<file path="config.mk">
export PLATFORM = sky130hd
export DESIGN_NAME = encoder_speed_meter
export DESIGN_NICKNAME = d
export VERILOG_FILES = /design/src/rtl/esc_pkg.sv /design/src/rtl/quad_input_filter.sv /design/src/rtl/encoder_speed_meter.sv
export SDC_FILE = /design/constraint.sdc
export NUM_CORES = 1
export LEC_CHECK = 0
export CORE_UTILIZATION = 44
export CTS_CLUSTER_SIZE = 16
export DETAILED_ROUTE_END_ITERATION = 10
export DONT_BUFFER_PORTS = 1
export PLACE_DENSITY_LB_ADDON = 0.2
export REMOVE_ABC_BUFFERS = 1
export SLEW_MARGIN = 10
export SYNTH_ARGS = -nofsm -noshare
export SYNTH_HDL_FRONTEND = slang
export SYNTH_SLANG_ARGS = --single-unit
</file>
<file path="constraint.sdc">
create_clock -name clk -period 8.6 [get_ports clk]
set_input_delay 1.72 -clock clk [delete_from_list [all_inputs] [get_ports clk]]
set_output_delay 1.72 -clock clk [all_outputs]
set_load 0.02 [all_outputs]
</file>
<file path="src/rtl/esc_pkg.sv">
// esc_pkg: shared ESC direction encodings, speed-meter FSM states and Gray-step helper
package esc_pkg;
  localparam logic [1:0] DIR_STOP = 2'b00;
  localparam logic [1:0] DIR_REV  = 2'b01;
  localparam logic [1:0] DIR_FWD  = 2'b10;
  typedef enum logic [1:0] {IDLE, MEASURE, STALL} meas_state_t;
  function automatic logic [1:0] gray_next(input logic [1:0] g);
    return {g[0], ~g[1]};
  endfunction
endpackage

</file>
<file path="src/rtl/quad_input_filter.sv">
// quad_input_filter: 2-FF synchroniser plus FILTER_LEN stability filter for {a,b}; ports clk, reset (sync active-low), raw[1:0] in, filt[1:0] out
module quad_input_filter #(
  parameter int FILTER_LEN = 3
) (
  input  logic       clk,
  input  logic       reset,
  input  logic [1:0] raw,
  output logic [1:0] filt
);
  localparam int CW = $clog2(FILTER_LEN + 1);
  logic [1:0] s1, s2;
  logic [CW-1:0] cnt;
  always_ff @(posedge clk) begin
    if (!reset) begin
      s1 <= '0;
      s2 <= '0;
      filt <= '0;
      cnt <= '0;
    end else begin
      s1 <= raw;
      s2 <= s1;
      if (s1 != s2 || s2 == filt) cnt <= '0;
      else if (cnt == CW'(FILTER_LEN - 1)) begin
        filt <= s2;
        cnt <= '0;
      end else cnt <= cnt + 1'b1;
    end
  end
endmodule

</file>
<file path="src/rtl/encoder_speed_meter.sv">
// encoder_speed_meter: quadrature decode (position, direction, illegal flag) and A-edge period/stall measurement; ports clk, reset (sync active-low), encoder_a/b raw in, speed_period, speed_valid, direction, position, stalled, err_illegal out
module encoder_speed_meter
  import esc_pkg::*;
#(
  parameter int DATA_WIDTH = 16,
  parameter int FILTER_LEN = 3,
  parameter int POS_WIDTH  = 16
) (
  input  logic                  clk,
  input  logic                  reset,
  input  logic                  encoder_a,
  input  logic                  encoder_b,
  output logic [DATA_WIDTH-1:0] speed_period,
  output logic                  speed_valid,
  output logic [1:0]            direction,
  output logic [POS_WIDTH-1:0]  position,
  output logic                  stalled,
  output logic                  err_illegal
);
  localparam logic [DATA_WIDTH-1:0] PMAX = '1;
  logic [1:0] filt, filt_q;
  logic [DATA_WIDTH-1:0] cnt;
  meas_state_t state;
  logic chg, step_fwd, step_rev, illegal, arise;
  quad_input_filter #(.FILTER_LEN(FILTER_LEN)) u_filter (
    .clk  (clk),
    .reset(reset),
    .raw  ({encoder_a, encoder_b}),
    .filt (filt)
  );
  assign chg      = filt != filt_q;
  assign step_fwd = chg && filt == gray_next(filt_q);
  assign step_rev = chg && filt_q == gray_next(filt);
  assign illegal  = (filt ^ filt_q) == 2'b11;
  assign arise    = filt[1] & ~filt_q[1];
  always_ff @(posedge clk) begin
    if (!reset) begin
      filt_q <= '0;
      speed_period <= '0;
      speed_valid <= 1'b0;
      direction <= DIR_STOP;
      position <= '0;
      stalled <= 1'b0;
      err_illegal <= 1'b0;
      cnt <= '0;
      state <= IDLE;
    end else begin
      filt_q <= filt;
      speed_valid <= 1'b0;
      if (step_fwd) begin
        position <= position + 1'b1;
        direction <= DIR_FWD;
      end else if (step_rev) begin
        position <= position - 1'b1;
        direction <= DIR_REV;
      end
      if (illegal) err_illegal <= 1'b1;
      // stall handling follows the step update so a stall forces direction to stop
      case (state)
        IDLE: if (arise) begin
          state <= MEASURE;
          cnt <= DATA_WIDTH'(1);
        end
        MEASURE: if (arise) begin
          speed_period <= cnt;
          speed_valid <= 1'b1;
          cnt <= DATA_WIDTH'(1);
        end else if (cnt == PMAX) begin
          state <= STALL;
          stalled <= 1'b1;
          speed_period <= PMAX;
          speed_valid <= 1'b1;
          direction <= DIR_STOP;
        end else cnt <= cnt + 1'b1;
        STALL: if (arise) begin
          state <= MEASURE;
          stalled <= 1'b0;
          cnt <= DATA_WIDTH'(1);
        end
        default: state <= IDLE;
      endcase
    end
  end
endmodule
</file>
# Yosys cells after proc, flatten, opt, wreduce, memory -nomap -nowiden
# Index checks and enable logic that the tools add are counted.
dict set report totals {
  ff_bits 65
}
dict set report op_classes {
  reduce_logical 16
  n_mux 23
  n_eq_ne 15
  add_sub_neg 4
  bitwise_logic 6
}
# operator count
set op_table {}
lappend op_table {{2-to-1 mux 16 bit} 7}
lappend op_table {{adder 16 x 1 -> 16 bit (second input constant)} 2}
lappend op_table {{one-hot mux 16 bit (2 select lines)} 1}
lappend op_table {{equality test 16 bit (second input constant)} 1}
lappend op_table {{2-to-1 mux 2 bit} 8}
lappend op_table {{subtractor 16 x 1 -> 16 bit (second input constant)} 1}
lappend op_table {{nonzero test 2 bit} 4}
lappend op_table {{equality test 2 bit} 3}
lappend op_table {{equality test 2 bit (second input constant)} 3}
lappend op_table {{inequality test 2 bit (second input constant)} 3}
lappend op_table {{AND reduction 2 bit} 3}
lappend op_table {{AND reduction 3 bit} 2}
lappend op_table {{2-to-1 mux 1 bit} 5}
lappend op_table {{inequality test 2 bit} 2}
lappend op_table {{NOT 1 bit} 4}
lappend op_table {{one-hot mux 2 bit (2 select lines)} 1}
lappend op_table {{AND reduction 4 bit} 1}
lappend op_table {{inequality test 3 bit (second input constant)} 1}
lappend op_table {{OR reduction 3 bit} 1}
lappend op_table {{adder 2 x 1 -> 2 bit (second input constant)} 1}
lappend op_table {{equality test 2 x 1 -> 1 bit (second input constant)} 1}
lappend op_table {{logical AND 1 bit} 2}
lappend op_table {{zero test 2 bit} 1}
lappend op_table {{inequality test 2 x 1 -> 1 bit (second input constant)} 1}
lappend op_table {{other kinds (5)} 5}

# Logic depth before layout (Yosys ltp)
# Gate-level depths: netlist (run 1).
dict set report logic_depth {
  word_depth 8
  depth_mapped 13
  mapped_depth_nobuf 13
}

# Modules after synthesis
# From an unflattened synthesis (run 1), not the netlist that was laid out.
dict set report hier_totals {
  cells_unflattened 399
  hier_area_um2 3425.8
}
# module area_each_um2 cells_per_inst instances
set modules_own_cells {}
lappend modules_own_cells {encoder_speed_meter 3104.2 367 1}
lappend modules_own_cells {quad_input_filter 321.6 32 1}

# Worst setup path before layout (run 1)
# OpenSTA, ideal clock, no wires.
dict set report synth_timing {
  path_kind {reg-to-reg}
  from {register filt_q[1]}
  to {register position[14]}
  stages_incl_launch_ff 14
  setup_time_ps 121
  arrival_ps 3774
  synth_period_minus_slack_ps 3895
  slack_ps 4705
  required_time_ps 8479
  n_path_buf 0
  path_cell_list {dfxtp_1 -> inv_1 -> ha_1 -> nor2b_1 -> a21oi_1 -> a2bb2oi_1 -> inv_1 -> fa_1 -> nand3b_1 -> a2111oi_0 -> o32ai_1 -> o21ai_0 -> and4_1 -> nor3_1}
}
dict set report synth_between {
  elab_chain_cells 4
  elab_cells_between_ends 8
  classes_between {eq/ne: 3; mux: 1; bitwise: 1; reduce/logical: 3}
}
# element line_no
set synth_rtl {}
lappend synth_rtl {{from (decl)} encoder_speed_meter.sv:21} ;# logic [1:0] filt, filt_q;
lappend synth_rtl {{from (signal assigned)} encoder_speed_meter.sv:48} ;# filt_q <= filt;
lappend synth_rtl {{NOT 1 bit} esc_pkg.sv:8} ;# return {g[0], ~g[1]};
lappend synth_rtl {{equality test 2 bit} encoder_speed_meter.sv:32} ;# assign step_fwd = chg && filt == gray_next(filt_q);
lappend synth_rtl {{logical AND 1 bit} encoder_speed_meter.sv:32}
lappend synth_rtl {{2-to-1 mux 16 bit or nonzero test 2 bit (tied branches)} -}
lappend synth_rtl {{to (signal assigned)} encoder_speed_meter.sv:51} ;# position <= position + 1'b1;
lappend synth_rtl {{to (signal assigned)} encoder_speed_meter.sv:54} ;# position <= position - 1'b1;
lappend synth_rtl {{to (decl)} encoder_speed_meter.sv:16} ;# output logic [POS_WIDTH-1:0] position,
# Several ways; a longest one is shown, not always the timed one.
# A chain may end at the register's enable or synchronous reset.

# Worst setup path after layout (run 1)
# Ends and elaborated chain as after synthesis.

==> results of run 1 <==
-- cell type report --
| type | count | area, um2 |
|---|---|---|
| fill | 745 | 3990 |
| multi-input combinational | 302 | 2040 |
| sequential | 65 | 1300 |
| clock buffer | 11 | 151 |
| tap | 102 | 128 |
| inverter | 14 | 52.6 |
| clock inverter | 3 | 17.5 |
| timing repair buffer | 2 | 15.0 |
-- where the power goes --
group          switching (W)  internal (W)
registers        0.000000766      0.000302
logic             0.00000395    0.00000201
clock network       0.000114      0.000116
-- worst paths after layout --
check | slack, ns | to
min | 0.41 | u_filter.cnt[0]
max reg2reg | 4.96 | position[14]
max | 4.96 | position[14]
min reg2reg | 0.41 | u_filter.cnt[0]
-- layer usage --
metal	wire length, um	share of wire	vias up	global-route usage
met5	0	0	-	0
met4	62	0.0083	0	0.0820
met3	362	0.048	4	0.0589
met2	3550	0.47	52	0.318
met1	3530	0.47	1325	0.233
li1	-	-	1463	-
-- stage by stage --
step / power [W] / hold WS (ns)
global placement: 0.000316 / 0.404
detailed placement: 0.000316 / 0.405
finish: 0.000538 / 0.408
CTS: 0.000546 / 0.415
floorplan: 0.000314 / 0.392
global route: 0.000562 / 0.440
-- placed cells by master (no fill, tap or decap), drive strengths merged, types with 2 or more instances in the layout --
cell type	instances
ha	19
nor3	11
a21oi	37
dfxtp	65
a211oi	8
clkinv	2
nand4b	3
nand4	5
nand3b	2
a21o	7
nand2	35
and2	13
o31ai	3
buf	2
a32oi	2
o211a	2
xor2	5
nor2b	4
or3	4
clkbuf	11
nor2	37
nand3	14
a31oi	7
or2	2
o21ai	16
o2111ai	2
mux2i	5
o221a	16
a22oi	3
o211ai	3
o31a	2
inv	14
xnor2	12
and3	7
-- sequential cells by signal, indices dropped and copies added, names as in the netlist, 2 cells and up --
register / count
cnt: 16
direction: 2
filt_q: 2
position: 16
speed_period: 16
state: 2
u_filter.cnt: 2
u_filter.filt: 2
u_filter.s1: 2
u_filter.s2: 2
-- logic make-up after synthesis --
group / count (synthesis)
AND/OR/NAND/NOR: 140
buffers and inverters: 33
multiplexers: 5
adder cells (fa/ha/maj): 20
AO/OA/AOI/OAI: 120
XOR/XNOR: 17
flip-flops: 65
-- critical path, cell delays in order (launching register included) --
cell	delay, ns
dfxtp_1	0.41
inv_1	0.10
ha_1	0.36
nor2b_1	0.08
a21oi_1	0.14
a2bb2oi_1	0.17
buf_4	0.26
inv_1	0.08
fa_1	0.40
nand3b_1	0.19
a2111oi_0	0.54
o32ai_1	0.25
o21ai_0	0.24
and4_1	0.22
nor3_1	0.05
==> reports/metrics.csv, run 1 <==
stage;metric;value;unit
outcome;outcome;finished clean;
die;fp.dieW;90.8;um
synthesis;synth_common_cells;dfxtp_1, a21oi_1, nor2_1, nand2_1, ha_1;
worst_setup_path;path_max_fanout;21;
sta;drv_slew;0;
clock_tree;cts_tree;yes;
global_route;grt_max_degree;40;
sta;timing.fmax;275;MHz
synthesis;synthMuxAreaShare;0.0144;
synthesis;ys_ff_latch;65;
worst_setup_path;crit_arrival;3.86;ns
sta;rsz0062_at_grt;false;
route;ant_nets;0;
placed_design;dp_worst_setup_slack;4.97;ns
route;firstDrtPassIters;4;
synthesis;synthAdderAreaFrac;0.0742;
placed_design;dp_cells;485;
synthesis;synth.avg_cell_area;8.68;um2
global_route;grt-ovfl-total;0;
synthesis;ys_async_sr_fraction;0;
synthesis;synthSimpleGateAreaFrac;0.203;
final_layout;area_delta_synth_final;6.59;%
worst_setup_path;reg2reg_depth;14;
clock_tree;cts.path.max_buffers;2;
synthesis;netlist_area;3470;um2
hold_path;hold_path.class;flop to flop;
clock_tree;clockRootBuffer;clkbuf_8;
synthesis;synth-xor-area-share;0.0429;
hold_path;hp-start;u_filter.cnt[0];
synthesis;synth-compound-area-share;0.252;
die;num_rows;32;
route;avgViaCountPerCell;5.70;
global_route;grt_pass1_vias;2657;
clock_tree;cts_resized;0;
power;leakage;1.49;nW
clock_tree;cts-buffers-inserted;9;
final_layout;stdcell_area;3700;um2
global_route;track_usage;0.193;
synthesis;synth_edf_count;0;
worst_setup_path;regToRegStartpoint;filt_q[1];
synthesis;yosys-top-cells-area;dfxtp_1, ha_1, a21oi_1;
synthesis;ys.flop_type;dfxtp_1;
final_layout;instances_no_fill;499;
synthesis;synth_most_common_cell;dfxtp_1;
clock_tree;clock_sinks;65;
worst_setup_path;worstPathRequired;8.82;ns
placed_design;dp_hpwl;5110;um
die;core_area;7690;um2
final_layout;final_nets;418;
clock_tree;cts_max_level;3;
synthesis;synth_top_family_by_area;compound AO/OA/AOI/OAI gates;
clock_tree;cts.clk_slew.worst_paths;0.07;ns
sta;worstMarginPinSlew;1.12;ns
clock_tree;clk_latency;0.34;ns
power;p_per_area;145;nW/um2
die;die_h;90.8;um
global_route;antenna_found_initial;0;
route;routedWlPerCell;15.0;um
synthesis;yosysSeqAreaShare;0.375;
final_layout;drive_above_1_share;0.106;
synthesis;yosysTopAreaCell;dfxtp_1;
route;drc_errors;0;
die;io_pins;41;
synthesis;synth_top_cell_area_share;0.375;
synthesis;synthDistinctLibCells;57;
run;max_cap_viol_count;0;
clock_tree;cts_hold_buf;0;
placed_design;portBuffers;0;
sta;finalWorstSetupSlack;4.96;ns
route;drtIter0Drc;113;
synthesis;syn_inst;400;
die;die_area;8250;um2
worst_setup_path;crit_type;flop to flop;
global_route;grt_pass1_wl;12700;um
clock_tree;post_cts_buffers;0;
sta;setup_viol;0;
placed_design;gp_routability_congestion;0.924;
worst_setup_path;worst_setup_path_end_kind;flop;
hold_path;min_path_cells;1;
sta;slew_headroom;0.255;
worst_setup_path;crit_start;filt_q[1];
route;drt-total-wl;7500;um
final_layout;final_util;0.481;
sta;finalCritPeriodShare;0.423;
power;irDropWorstVdd;0.0681;mV
route;num_vias;2844;
placed_design;dpl_cell_area;3530;um2
synthesis;yosysWarnings;0;
die;initial_core_util;0.452;
sta;skew;0.00489;ns
sta;finalHoldViolCount;0;
sta;tns;0;ns
final_layout;antenna_cells;0;
sta;min_period;3.64;ns
worst_setup_path;startpoint_type;flop;
(Power assumes the default switching activity.)
==> inputs of run 2 (changes only) <==
==> constraint.sdc (replaced) <==
create_clock -name clk -period 3.56 [get_ports clk]
set_input_delay 0.712 -clock clk [delete_from_list [all_inputs] [get_ports clk]]
set_output_delay 0.712 -clock clk [all_outputs]
set_load 0.02 [all_outputs]
==> run 2 against run 1 <==
Against the previous run:
- sequential power is 140% higher
- utilization is 1.5 points higher
- design area is 3.0% higher
- register-to-register slack worse by 4.7 ns
- count of clock-buffer cells in the layout up 1
- combinational power rose to 2.6 times the previous value
- sequential share of layout area down 1.0 points
- first-iteration DRC count decreased by 6.2%
- critical path depth stayed put
- largest cell class unchanged
==> reports/metrics.csv, run 2 (synthesized netlist as in run 1, its figures left out) <==
stage;metric;value;unit;change
outcome;outcome;finished clean;;
sta;setup_viol;0;;unchanged
worst_setup_path;crit_path_cell_trace;inv_1, ha_1, or3_1, a21oi_1, a2bb2oi_1, buf_4, buf_4, ha_1, a21o_1, a211oi_2, o2bb2ai_1, a31oi_1, or3_1, o211ai_1;;
sta;hold_slack;0.417;ns;+0.00886 ns
sta;worstMarginPinSlew;0.704;ns;-0.413 ns
placed_design;gp_routability_congestion;0.930;;+0.70%
route;ant_nets;0;;unchanged
worst_setup_path;crit_type;flop to flop;;
global_route;grt_pass1_wl;13200;um;+4.2%
final_layout;drive_above_1_share;0.127;;+0.0211
global_route;track_usage;0.199;;+0.00603
final_layout;top_regs;cnt x16, position x16, speed_period x16;;
route;firstDrtPassIters;4;;unchanged
final_layout;layout_common_cells;dfxtp_1, nor2_1, a21oi_1, nand2_1, ha_1;;
route;num_vias;2926;;+2.9%
sta;min_period;3.30;ns;-0.337 ns
hold_path;hold_path.class;flop to flop;;
power;cellInternalPower;0.00119;W;+180%
final_layout;area_delta_synth_final;9.84;%;
global_route;grt_max_degree;40;;unchanged
die;core_area;7690;um2;unchanged
clock_tree;clk_latency;0.34;ns;about the same
sta;finalHoldViolCount;0;;unchanged
sta;drv_slew;0;;unchanged
global_route;grt_pass1_vias;2798;;+5.3%
placed_design;dpl_cell_area;3550;um2;+0.64%
clock_tree;cts_hold_buf;0;;unchanged
sta;finalWorstSetupSlack;0.259;ns;-4.70 ns
die;die_area;8250;um2;unchanged
power;p_seq_frac;0.491;;-0.071
clock_tree;cts.clk_slew.worst_paths;0.07;ns;about the same
clock_tree;cts_tree;yes;;
die;initial_core_util;0.452;;unchanged
route;drt-total-wl;7810;um;+4.1%
power;switchingPower;0.000303;W;+160%
clock_tree;cts-buffers-inserted;9;;unchanged
final_layout;antenna_cells;0;;unchanged
global_route;antenna_found_initial;0;;unchanged
placed_design;dp_worst_setup_slack;0.132;ns;-4.84 ns
worst_setup_path;path_buf_inv;3;;unchanged
die;die_h;90.8;um;unchanged
worst_setup_path;crit_arrival;3.57;ns;-0.29 ns
worst_setup_path;worst_setup_path_end_kind;flop;;
die;io_pins;41;;unchanged
clock_tree;clockRootBuffer;clkbuf_8;;
power;leakage;1.55;nW;+3.7%
placed_design;portBuffers;0;;unchanged
route;drtIter0Drc;106;;-6.2%
worst_setup_path;path_max_fanout;11;;-48%
route;avgViaCountPerCell;5.81;;+1.9%
final_layout;stdcell_area;3810;um2;+3.0%
worst_setup_path;slowest_stage;dfxtp_2;;
worst_setup_path;slowest_delay;0.37;ns;-0.17 ns
sta;rsz0062_at_grt;false;;
die;fp.dieW;90.8;um;unchanged
power;irDropWorstVdd;0.179;mV;+160%
power;power_frac_comb;0.010;;about the same
final_layout;final_nets;421;;+0.72%
global_route;grt-ovfl-total;0;;unchanged
placed_design;dp_hpwl;5370;um;+5.0%
power;p_total;0.00149;W;+180%
clock_tree;cts.path.max_buffers;2;;unchanged
clock_tree;cts_max_level;3;;unchanged
final_layout;final_common_cell;dfxtp_1;;
final_layout;final_util;0.496;;+0.0146
final_layout;fillers;742;;-0.40%
run;max_cap_viol_count;0;;unchanged
route;routedWlPerCell;15.5;um;+3.1%
sta;slew_headroom;0.531;;+0.276
sta;skew;0.00702;ns;+0.00213 ns
worst_setup_path;startpoint_type;flop;;
worst_setup_path;r2r_slack;0.26;ns;-4.70 ns
power;clkPwrFrac;0.499;;+0.072
route;drc_errors;0;;unchanged
die;num_rows;32;;unchanged
sta;finalCritPeriodShare;0.927;;+0.504
power;p_per_area;391;nW/um2;+170%
power;p_sw_frac;0.203;;-0.0164
clock_tree;clock_sinks;65;;unchanged
sta;timing.fmax;303;MHz;+10%
worst_setup_path;worstPathRequired;3.82;ns;-5.00 ns
worst_setup_path;critical_path.top_delay_family;compound AO/OA/AOI/OAI gates;;
-- run 2: cell types whose count changed in the layout (fill, tap and decap cells not counted), moves of 2 or more --
cell / delta
buf_4: +3
o21ai_1: +2
bufinv_16: +2
o21ai_0: -2
-- run 2: timing repair --
item	CTS	global route
endpoints found under the hold margin	0	0
gates resized for setup	0	7
setup buffers	0	0
endpoints found under the setup margin	0	5
-- run 2: path summary, 6_finish.rpt --
path / start / end / cells after the start
min reg2reg: u_filter.cnt[0] / u_filter.cnt[0] / 1
min: u_filter.cnt[0] / u_filter.cnt[0] / 1
max: filt_q[1] / position[15] / 14
max reg2reg: filt_q[1] / position[15] / 14
-- run 2: layer usage --
layer  vias up  track usage  wire [um]  part of all wire
li1       1474            -          -                 -
met1      1381        0.249       3710              0.48
met2        63        0.322       3640              0.47
met3         8       0.0572        377             0.048
met4         0       0.0807         76            0.0097
met5         -            0          0                 0
-- run 2: worst register-to-register path, delay by kind of cell (launching register included) --
family | cells | cell delay, ns
buf+inv | 3 | 0.45
compound gates | 7 | 1.04
flops | 1 | 0.37
fa+ha+maj | 2 | 0.69
simple gates | 2 | 0.68
-- run 2: power groups by stage --
stage	sequential (W)	combinational, W	clock, W
finish	0.000731	0.0000153	0.000743
global route	0.000731	0.0000172	0.000799
CTS	0.000731	0.0000156	0.000763
detailed placement	0.000748	0.0000155	0
global placement	0.000748	0.0000152	0
floorplan	0.000748	0.0000111	0
-- run 2: stage by stage --
step	setup TNS, ns	instances
detailed placement	0	488
global route	0	504
global placement	0	488
floorplan	-0.900	381
finish	0	504
CTS	0	504
-- run 2: layout make-up --
| type | count | area [um2] | share of cell area |
|---|---|---|---|
| flip-flops and latches | 65 | 1300 | 0.342 |
| repair buffers | 5 | 37.5 | 0.00984 |
| inverters | 14 | 52.6 | 0.0138 |
| multi-input cells | 302 | 2050 | 0.539 |
| well taps | 102 | 128 | 0.0335 |
| clock buffers | 12 | 165 | 0.0433 |
| clock inverters | 4 | 73.8 | 0.0194 |
==> inputs of run 3 (changes only) <==
--- a/config.mk
+++ b/config.mk
@@ -9,6 +9,7 @@
 export CTS_CLUSTER_SIZE = 16
 export DETAILED_ROUTE_END_ITERATION = 10
 export DONT_BUFFER_PORTS = 1
+export GPL_ROUTABILITY_DRIVEN = 0
 export PLACE_DENSITY_LB_ADDON = 0.2
 export REMOVE_ABC_BUFFERS = 1
 export SLEW_MARGIN = 10
==> results of run 3 <==
No change in the layout: final DEF, timing and power equal those of run 2.
==> RTL change: new RTL, flow settings as in run 3 <==
The parameter `DATA_WIDTH` goes from 16 to 24.
--- a/src/rtl/encoder_speed_meter.sv
+++ b/src/rtl/encoder_speed_meter.sv
@@ -3,5 +3,5 @@
   import esc_pkg::*;
 #(
-  parameter int DATA_WIDTH = 16,
+  parameter int DATA_WIDTH = 24,
   parameter int FILTER_LEN = 3,
   parameter int POS_WIDTH  = 16
Interface: changed (resized speed_period); port bits go from 41 to 49. No check against the original RTL was run, so the function may have changed too.
==> RTL change against run 3 <==
  * Sequential cell count grew 16
  * Setup slack worse by 0.0019 ns
  * Critical path type unchanged
  * Design area grew 20%
  * Routed wire length rose by 26%
  * Synthesized area increased by 22%
  * Total power grew 15%
  * Critical path depth shrank 1
  * Synthesized cell count rose by 21%
==> RTL change: results (changes against run 3) <==
{| class="wikitable"
! Metric !! Value
|-
| Run status || completed (unchanged)
|-
| Comb group || 17.8 uW (was 15.3 uW)
|-
| Slowest-stage cell, CP || sky130_fd_sc_hd__dfxtp_1 (was sky130_fd_sc_hd__dfxtp_2)
|-
| Number of filler instances in the final layout || 936 (was 742)
|-
| Worst Tran Pin Value || 0.8336 ns (was 0.7041 ns)
|-
| Multiplexer fraction of the synthesized cell area || 0.7101% (was 1.441%)
|-
| Net count of the finished layout || 499 (was 421)
|-
| Later-pin clock latency in the skew report || 0.36 ns (was 0.34 ns)
|-
| Share of the synthesized netlist area taken by xor and xnor gates || 3.728% (was 4.288%)
|-
| Via count of the first global-routing pass || 3374 (was 2798)
|-
| CTS clock-pin slew for the worst setup and hold paths || 0.09 ns (was 0.07 ns)
|-
| Psw || 391.7 uW (was 302.8 uW)
|-
| HP Class || reg2reg (unchanged)
|-
| Wire length of the first global-routing pass || 16490 um (was 13250 um)
|-
| Crit-path max cell delay || 0.36 ns
|-
| Cell variety after synth || 61 (was 57)
|-
| Largest net degree at the start of global routing || 51 (was 40)
|-
| VDD IR-drop max || 230.0 uV (was 179.4 uV)
|-
| Cells taking the most area after synthesis || sky130_fd_sc_hd__dfxtp_1, sky130_fd_sc_hd__o221a_2, sky130_fd_sc_hd__ha_1 (was sky130_fd_sc_hd__dfxtp_1, sky130_fd_sc_hd__ha_1, sky130_fd_sc_hd__a21oi_1)
|-
| Crit Path Max Fanout || 13 (was 11)
|-
| Post-synthesis compound-gate area fraction || 25.33% (was 25.15%)
|-
| Combined global-route utilization of all metal layers || 20.60% (was 19.94%)
|-
| Synthesized-area fraction occupied by adder cells || 6.391% (was 7.423%)
|-
| Vias || 3631 (was 2926)
|-
| Detailed Route Iter0 Violations || 217 (was 106)
|-
| Biggest registers after layout || cnt (24), speed_period (24), position (16) (was cnt (16), position (16), speed_period (16))
|-
| Post-route clock skew || 0.01710 ns (was 0.007020 ns)
|-
| Static leakage power || 0.001702 uW (was 0.001546 uW)
|-
| Post-DR wirelength/cell || 16.20 um (was 15.50 um)
|-
| Share of final-layout standard cells stronger than drive strength 1 || 12.53% (was 12.69%)
|-
| Post-Place Worst Slack || 0.1808 ns (was 0.1321 ns)
|-
| Power drawn by the sequential cells || 910 uW (was 731 uW)
|-
| Commonest cells in the synthesized netlist || sky130_fd_sc_hd__dfxtp_1, sky130_fd_sc_hd__nand2_1, sky130_fd_sc_hd__nor2_1 (was sky130_fd_sc_hd__dfxtp_1, sky130_fd_sc_hd__a21oi_1, sky130_fd_sc_hd__nor2_1)
|-
| Proportion of synthesized chip area in sequential cells || 38.34% (was 37.48%)
|-
| Dpl hpwl || 6682 um (was 5367 um)
|-
| Number of gates given a new drive strength after cts || 0 (unchanged)
|}
RTL change: cell types whose count changed in the layout (fill, tap and decap cells not counted), sizes merged, moves of 4 or more:
cell	delta
dfxtp	+16
nand2	+16
o21ai	+9
o221a	+8
a311oi	+6
nand4	+6
a211o	+5
nand3	+5
nor2	+5
a21oi	-4
or3	+4
RTL change: stage by stage:
stage	cell area (um2)	util, %	power [uW]	hold WS, ns	std cells
5_1_grt	4558	49.10	1778	0.4506	608
3_5_place_dp	4317	46.50	949.1	0.4117	592
6_report	4558	49.10	1716	0.4182	608
3_3_place_gp	4317	46.50	948.6	0.3994	592
4_1_cts	4547	48.98	1734	0.4243	608
2_1_floorplan	4118	-	943.3	0.3922	458
RTL change: area by class of cell:
cell class	instances	area, um2	area share (%)
Inverter	9	33.78	0.7411
Multi-Input combinational cell	368	2474	54.27
Tap cell	129	161.4	3.541
Sequential cell	81	1622	35.58
Timing Repair Buffer	5	37.54	0.8235
Clock inverter	7	106.4	2.333
Clock buffer	9	123.9	2.718
RTL change: per-layer routing:
layer  routed length, um  GRT usage (%)
met4                  67          6.577
met5                   0              0
met3                 506          5.084
met2                4380          32.20
met1                4895          27.98
RTL change: cells by family after synthesis:
group | count (synthesis)
AO/OA/AOI/OAI | 145
flip-flops | 81
XOR/XNOR | 18
buffers and inverters | 34
multiplexers | 3
AND/OR/NAND/NOR | 181
adder cells (fa/ha/maj) | 21
RTL change: final timing paths:
| path | slack (ns) | endpoint | startpoint | cells past startpoint |
|---|---|---|---|---|
| worst min-delay path | 0.42 | u_filter.cnt[0] | u_filter.cnt[0] | 1 |
| worst max register to register | 0.26 | position[12] | filt_q[1] | 13 |
| worst min register to register | 0.42 | u_filter.cnt[0] | u_filter.cnt[0] | 1 |
| worst max-delay path | 0.26 | position[12] | filt_q[1] | 13 |
